## config.mk

```make
export PLATFORM = sky130hd
export DESIGN_NAME = fetch_queue
export DESIGN_NICKNAME = d
export VERILOG_FILES = /design/src/rtl/fetch_queue.sv
export SDC_FILE = /design/constraint.sdc
export NUM_CORES = 2
export LEC_CHECK = 0
export CAP_MARGIN = 15
export CORE_MARGIN = 8
export CORE_UTILIZATION = 55
export CTS_CLUSTER_DIAMETER = 80
export DETAILED_ROUTE_END_ITERATION = 6
export DONT_BUFFER_PORTS = 1
export GPL_ROUTABILITY_DRIVEN = 0
export PLACE_DENSITY = 0.7
export SLEW_MARGIN = 10
export SYNTH_ARGS = -nofsm -noshare
export SYNTH_HDL_FRONTEND = slang
export SYNTH_SLANG_ARGS = --single-unit
```

## constraint.sdc

```tcl
create_clock -name clk -period 22.2 [get_ports clk]
set_input_delay 4.44 -clock clk [delete_from_list [all_inputs] [get_ports clk]]
set_output_delay 4.44 -clock clk [all_outputs]
set_load 0.05 [all_outputs]
```

## src/rtl/fetch_queue.sv

```systemverilog
// Instruction fetch queue: accepts up to two fetched instructions per cycle into a
// circular per-instruction buffer and presents the two oldest, in order, to pre-decode.
module fetch_queue #(
  parameter int DEPTH           = 8,
  parameter int PTR_W           = 3,
  parameter int INST_WIDTH      = 32,
  parameter int INST_ADDR_WIDTH = 32,
  parameter int BP_GHR_BITS     = 8
) (
  input  logic                       clk,
  input  logic                       rst,
  input  logic                       flush,
  input  logic [1:0]                 enq_valid,
  input  logic [INST_WIDTH-1:0]      enq_inst_0,
  input  logic [INST_WIDTH-1:0]      enq_inst_1,
  input  logic [INST_ADDR_WIDTH-1:0] enq_pc_0,
  input  logic [INST_ADDR_WIDTH-1:0] enq_pc_1,
  input  logic                       enq_pred_taken_0,
  input  logic                       enq_pred_taken_1,
  input  logic [INST_ADDR_WIDTH-1:0] enq_pred_target_0,
  input  logic [INST_ADDR_WIDTH-1:0] enq_pred_target_1,
  input  logic [BP_GHR_BITS-1:0]     enq_pred_hist_0,
  input  logic [BP_GHR_BITS-1:0]     enq_pred_hist_1,
  output logic                       enq_ready,
  input  logic                       stall,
  output logic [1:0]                 out_inst_valid,
  output logic [INST_WIDTH-1:0]      out_inst_0,
  output logic [INST_WIDTH-1:0]      out_inst_1,
  output logic [INST_ADDR_WIDTH-1:0] out_pc_0,
  output logic [INST_ADDR_WIDTH-1:0] out_pc_1,
  output logic                       out_pred_taken_0,
  output logic                       out_pred_taken_1,
  output logic [INST_ADDR_WIDTH-1:0] out_pred_target_0,
  output logic [INST_ADDR_WIDTH-1:0] out_pred_target_1,
  output logic [BP_GHR_BITS-1:0]     out_pred_hist_0,
  output logic [BP_GHR_BITS-1:0]     out_pred_hist_1,
  output logic [PTR_W:0]             count
);

  typedef struct packed {
    logic [INST_WIDTH-1:0]      inst;
    logic [INST_ADDR_WIDTH-1:0] pc;
    logic                       taken;
    logic [INST_ADDR_WIDTH-1:0] target;
    logic [BP_GHR_BITS-1:0]     hist;
  } entry_t;

  entry_t           mem [DEPTH];
  entry_t           in0, in1, out0, out1;
  logic [PTR_W-1:0] head, tail;
  logic             enq_fire, deq_fire;
  logic [1:0]       n_enq, n_deq;

  assign in0 = '{inst: enq_inst_0, pc: enq_pc_0, taken: enq_pred_taken_0,
                 target: enq_pred_target_0, hist: enq_pred_hist_0};
  assign in1 = '{inst: enq_inst_1, pc: enq_pc_1, taken: enq_pred_taken_1,
                 target: enq_pred_target_1, hist: enq_pred_hist_1};

  // Free space counts only what is already registered; same-cycle dequeues are not credited.
  assign enq_ready = count <= (PTR_W+1)'(DEPTH - 2);
  assign enq_fire  = enq_ready && !flush && (enq_valid != 2'b00);
  assign n_enq     = enq_fire ? ({1'b0, enq_valid[0]} + {1'b0, enq_valid[1]}) : 2'd0;

  assign out_inst_valid = flush ? 2'b00 : {count > (PTR_W+1)'(1), count != '0};
  assign deq_fire       = !stall && !flush;
  assign n_deq          = deq_fire ? ({1'b0, out_inst_valid[0]} + {1'b0, out_inst_valid[1]}) : 2'd0;

  // NOTE: entry storage has no reset; head/tail/count define which entries are live,
  // so clearing the array would only add reset fan-out for no behavioural gain.
  always_ff @(posedge clk) begin
    if (enq_fire) begin
      // A lone slot-1 instruction is compacted down to the tail entry.
      mem[tail] <= enq_valid[0] ? in0 : in1;
      if (&enq_valid) mem[tail + PTR_W'(1)] <= in1;
    end
  end

  // NOTE: sequential state uses non-blocking assignments so every register samples
  // the pre-edge values regardless of statement order.
  always_ff @(posedge clk) begin
    if (rst || flush) begin
      head  <= '0;
      tail  <= '0;
      count <= '0;
    end else begin
      head  <= head + PTR_W'(n_deq);
      tail  <= tail + PTR_W'(n_enq);
      count <= count + (PTR_W+1)'(n_enq) - (PTR_W+1)'(n_deq);
    end
  end

  // NOTE: defaults first in always_comb, so no path leaves a signal unassigned (no latch).
  always_comb begin
    out0 = '0;
    out1 = '0;
    if (out_inst_valid[0]) out0 = mem[head];
    if (out_inst_valid[1]) out1 = mem[head + PTR_W'(1)];
  end

  assign out_inst_0        = out0.inst;
  assign out_inst_1        = out1.inst;
  assign out_pc_0          = out0.pc;
  assign out_pc_1          = out1.pc;
  assign out_pred_taken_0  = out0.taken;
  assign out_pred_taken_1  = out1.taken;
  assign out_pred_target_0 = out0.target;
  assign out_pred_target_1 = out1.target;
  assign out_pred_hist_0   = out0.hist;
  assign out_pred_hist_1   = out1.hist;

endmodule

```

Yosys cells after proc, flatten, opt, wreduce, memory -nomap -nowiden:

Memory sizes are Yosys's and may differ from the RTL's. A register that Yosys moved wholly into a read port is not among the register bits.
Cells that the tools add are included.

* add/subtract/negate cells: 8
* multipliers: 0
* div/mod/pow operators: 0
* order comparisons: 2
* equal/unequal tests: 0
* shift-type cells: 0
* multiplexer cells: 12
* bitwise logic cells: 0
* reduce and logical (&&, ||, !) cells: 9

Operators with widths (count)
* 105-bit two-way mux: 3
* 3-bit by 1-bit adder with 3-bit output (second input constant): 2
* 3-bit by 2-bit adder with 3-bit output: 2
* 2-bit two-way mux: 3
* 1-bit two-way mux: 5
* 1-bit by 1-bit adder with 2-bit output: 2
* 4-bit by 2-bit adder with 4-bit output: 1
* 4-bit by 1-bit greater-than comparator with 1-bit output (second input constant): 1
* 4-bit by 3-bit less-or-equal comparator with 1-bit output (second input constant): 1
* 4-bit nonzero test: 1
* 4-bit by 2-bit subtractor with 4-bit output: 1
* 1-bit logical AND: 3
* 3-bit two-way mux: 1
* 1-bit zero test: 2
* 2-bit AND reduction: 1
* 2-bit nonzero test: 1
* 1-bit logical OR: 1

* flip-flop bits (word level): 10
* latch bits: 0
* bits in writable memories: 840
* ROM bits: 0
* input port bits: 216
* output and inout bits: 217
* word-level logic and storage cells: 35
* memories: 1

Memory list
* mem: depth 8, bits a word 105, rd ports 2, clocked after memory_dff 1, write ports 2, RTL line 48 `entry_t mem [DEPTH];`

Longest topological paths before layout:

* word-level depth: 6
* depth in mapped cells: 17
* gate-level depth less buffers: 14

Worst setup path after synthesis:

Ideal clock, no wire load.

* path type: input to output
* start point: input flush
* end point: output out_inst_1[0]
* data arrival time: 6.433 ns
* required time: 17.760 ns
* path slack: 11.327 ns
* cell stages on the path: 6
* path buffers: 4
* cell sequence: clkbuf_1 -> nand2b_1 -> clkbuf_1 -> clkbuf_1 -> clkbuf_1 -> nor3_1

* cells in the longest elaborated chain, start to end: 2

RTL lines
* start, declared: RTL line 12 `input logic flush,`
* 2-bit two-way mux: RTL line 64 `assign out_inst_valid = flush ? 2'b00 : {count > (PTR_W+1)'(1), count != '0};`
* 105-bit two-way mux: RTL line 97 `if (out_inst_valid[1]) out1 = mem[head + PTR_W'(1)];`
* end, declared: RTL line 28 `output logic [INST_WIDTH-1:0] out_inst_1,`

Every way passes these cells.

Worst setup path after layout:

* start point: input flush
* end point: output out_inst_1[30]

Same word-level chain as after synthesis.

==> results.cfg <==
[status]
outcome = finished, final reports clean

[global_route]
gr-max-usage-layer = met2
use_met1_pct = 38.79
grt_pass1_vias = 34970
grt_max_degree = 160
grt_pass1_wl_um = 238100
grt_remaining_overflow = 0
met2_usage_pct = 51.23
grt_util_all_layers_pct = 30.81
antenna_found_initial = 20
grt_use_met3_pct = 6.648

[cts]
cts_root_buffer = clkbuf_16
postCtsSetupRepairBufs = 0
cts-resized-gates = 0
clock_latency_ps = 660
cts_made_buffers = 96
cts_hold_buf = 0
cts_buffer_depth = 3
cts_max_level = 3
cts_tree = yes
clock_sinks = 850
clk_pin_slew_ps = 60

[logic_synthesis]
synth_cell_types = 45
yosys_warnings = 0
syn_avg_cell_area_um2 = 15.02
ys_seq_area_share_pct = 48.97
ys.flop_type = edfxtp_1
syn_nets = 3689
synth_edf_count = 840
ys_ff_latch = 850
netlist_area_um2 = 51920
synthArstFlopShare_pct = 0
synthCells = 3456

[power_and_ir_drop]
p_switching_w = 0.001086
leakage_nw = 18.47
intPower_w = 0.002958
seq_power_share_pct = 45.6
powerDensity_nw_per_um2 = 71.76
clkPwrFrac_pct = 38.4
switching_share_pct = 26.85
p_comb_share_pct = 16.0
ir_drop_mv = 0.05163

[detailed_routing]
post-route-drc-count = 0
via_per_inst = 7.106
routedWlPerCell_um = 35.65
ant_nets = 0
firstDrtPassIters = 6
first_iter_violations = 3488
dr_total_vias = 33160
wl_um = 166400

[timing]
finalCritPeriodShare_pct = 51.24
fmax_mhz = 87.90
rsz0062_at_grt = false
worst_pin_slew_ps = 1369
holdWs_ps = 691.8
setup_viol = 0
maxSlewHeadroom_pct = 8.739
finalSetupTns_ps = 0
skew_ps = 26.31
finalHoldViolations = 0
maxSlewViolCount = 0
min_period_ps = 11380

[setup_path]
path_class = input port to primary output
crit_arrival_ps = 6940
critical_path_required_ps = 17760
cp-end-kind = primary output
crit_fanout = 47
start_kind = input port

[finish]
final_common_cell = edfxtp_1
final_cell_mix = edfxtp_1, mux2_2, mux2_4
fillers = 6914
areaGrowthSynthToFinish_pct = 8.541
fin_nets = 3557
drive_gt1_share_pct = 45.26

[min_path]
hp-class = flip-flop to flip-flop

[floorplan]
die_w_um = 323.2
ios = 433
start_util_pct = 55.54
core.rowCount = 112
core_area_um2 = 93470
dieArea_um2 = 104500
fp.dieH_um = 323.2

[placed_design]
dp_hpwl_um = 90910
port_buffers = 0

[flow_run]
cap_violations = 0
state kept, by name, indices dropped and copies added, names as in the netlist:
register	cells
mem	840
head	3
count	4
tail	3
final timing paths:
check	from	endpoint	slack, ps	cells past startpoint
hold / removal	tail[2]	tail[2]	690	2
setup reg to reg	count[3]	count[2]	16260	15
setup / recovery	flush	out_inst_1[30]	10820	5
hold reg to reg	tail[2]	tail[2]	690	2
final cells by class:
class	count	area, µm²	area share (%)
multi-input cells	2301	25700	45.61
flip-flops and latches	850	25440	45.14
clock buffers	124	2550	4.525
well taps	1254	1569	2.784
repair buffers	60	553.0	0.9814
clock inverters	46	447.9	0.7949
inverters	15	56.30	0.09992
diodes	16	40.04	0.07105
kinds of logic after synthesis:
| group | Yosys count | synth area share [%] |
|---|---|---|
| mux | 1574 | 40.02 |
| flops | 850 | 48.97 |
| simple gates | 475 | 3.969 |
| buf+inv | 305 | 2.863 |
| compound gates | 227 | 3.562 |
| fa+ha+maj | 17 | 0.4676 |
| xor+xnor | 8 | 0.1494 |
metrics by stage:
step	total power (W)	utilization [%]	area (µm²)	cells	worst slack, ps
final	0.004044	60.29	56350	4666	10820
after global routing	0.004138	60.27	56330	4659	10810
after CTS	0.004046	60.19	56260	4648	10870
after detailed placement	0.002515	56.98	53260	4478	10880
after global placement	0.002497	56.98	53260	4478	10930
after floorplan	0.002374	-	51920	3456	11330
per-layer routing:
layer  share of wire (%)  vias to the layer above
met2                  48                     2056
li1                    -                    13570
met5               0.019                        -
met4                 4.2                        6
met1                  37                    17060
met3                  10                      467
synthesized netlist by cell type (all sizes together) (2+ instances only):
cell type | count | share of area [%]
xnor2 | 6 | 0.10
nor3b | 3 | 0.053
a21oi | 3 | 0.029
and3 | 2 | 0.024
nand2b | 2 | 0.024
o22a | 3 | 0.051
clkbuf | 145 | 1.0
xor2 | 2 | 0.048
nand3b | 2 | 0.029
ha | 13 | 0.31
a32o | 104 | 2.0
dfxtp | 10 | 0.39
o22ai | 106 | 1.3
mux4 | 211 | 9.2
mux2 | 1153 | 27
and2 | 10 | 0.12
inv | 15 | 0.11
nor2 | 116 | 0.84
o21ai | 2 | 0.019
a2bb2oi | 3 | 0.051
mux2i | 210 | 4.0
nor2b | 2 | 0.024
fa | 4 | 0.15
nand2 | 219 | 1.6
edfxtp | 840 | 49
buf | 145 | 1.7
nand3 | 9 | 0.20
nor3 | 108 | 1.0
power groups by stage:
stage	clock, W	combinational (W)	sequential, W
5_1_grt	0.00162	0.000673	0.00185
2_1_floorplan	0	0.000502	0.00187
3_3_place_gp	0	0.000623	0.00187
3_5_place_dp	0	0.000638	0.00188
6_report	0.00155	0.000645	0.00184
4_1_cts	0.00156	0.000641	0.00184
critical path, stage by stage:
cell and delay, ps:
nand2b_4 300, buf_4 430, buf_4 470, a41o_1 350
a211oi_2 740
Note: power is estimated with default switching activity, not from simulation.
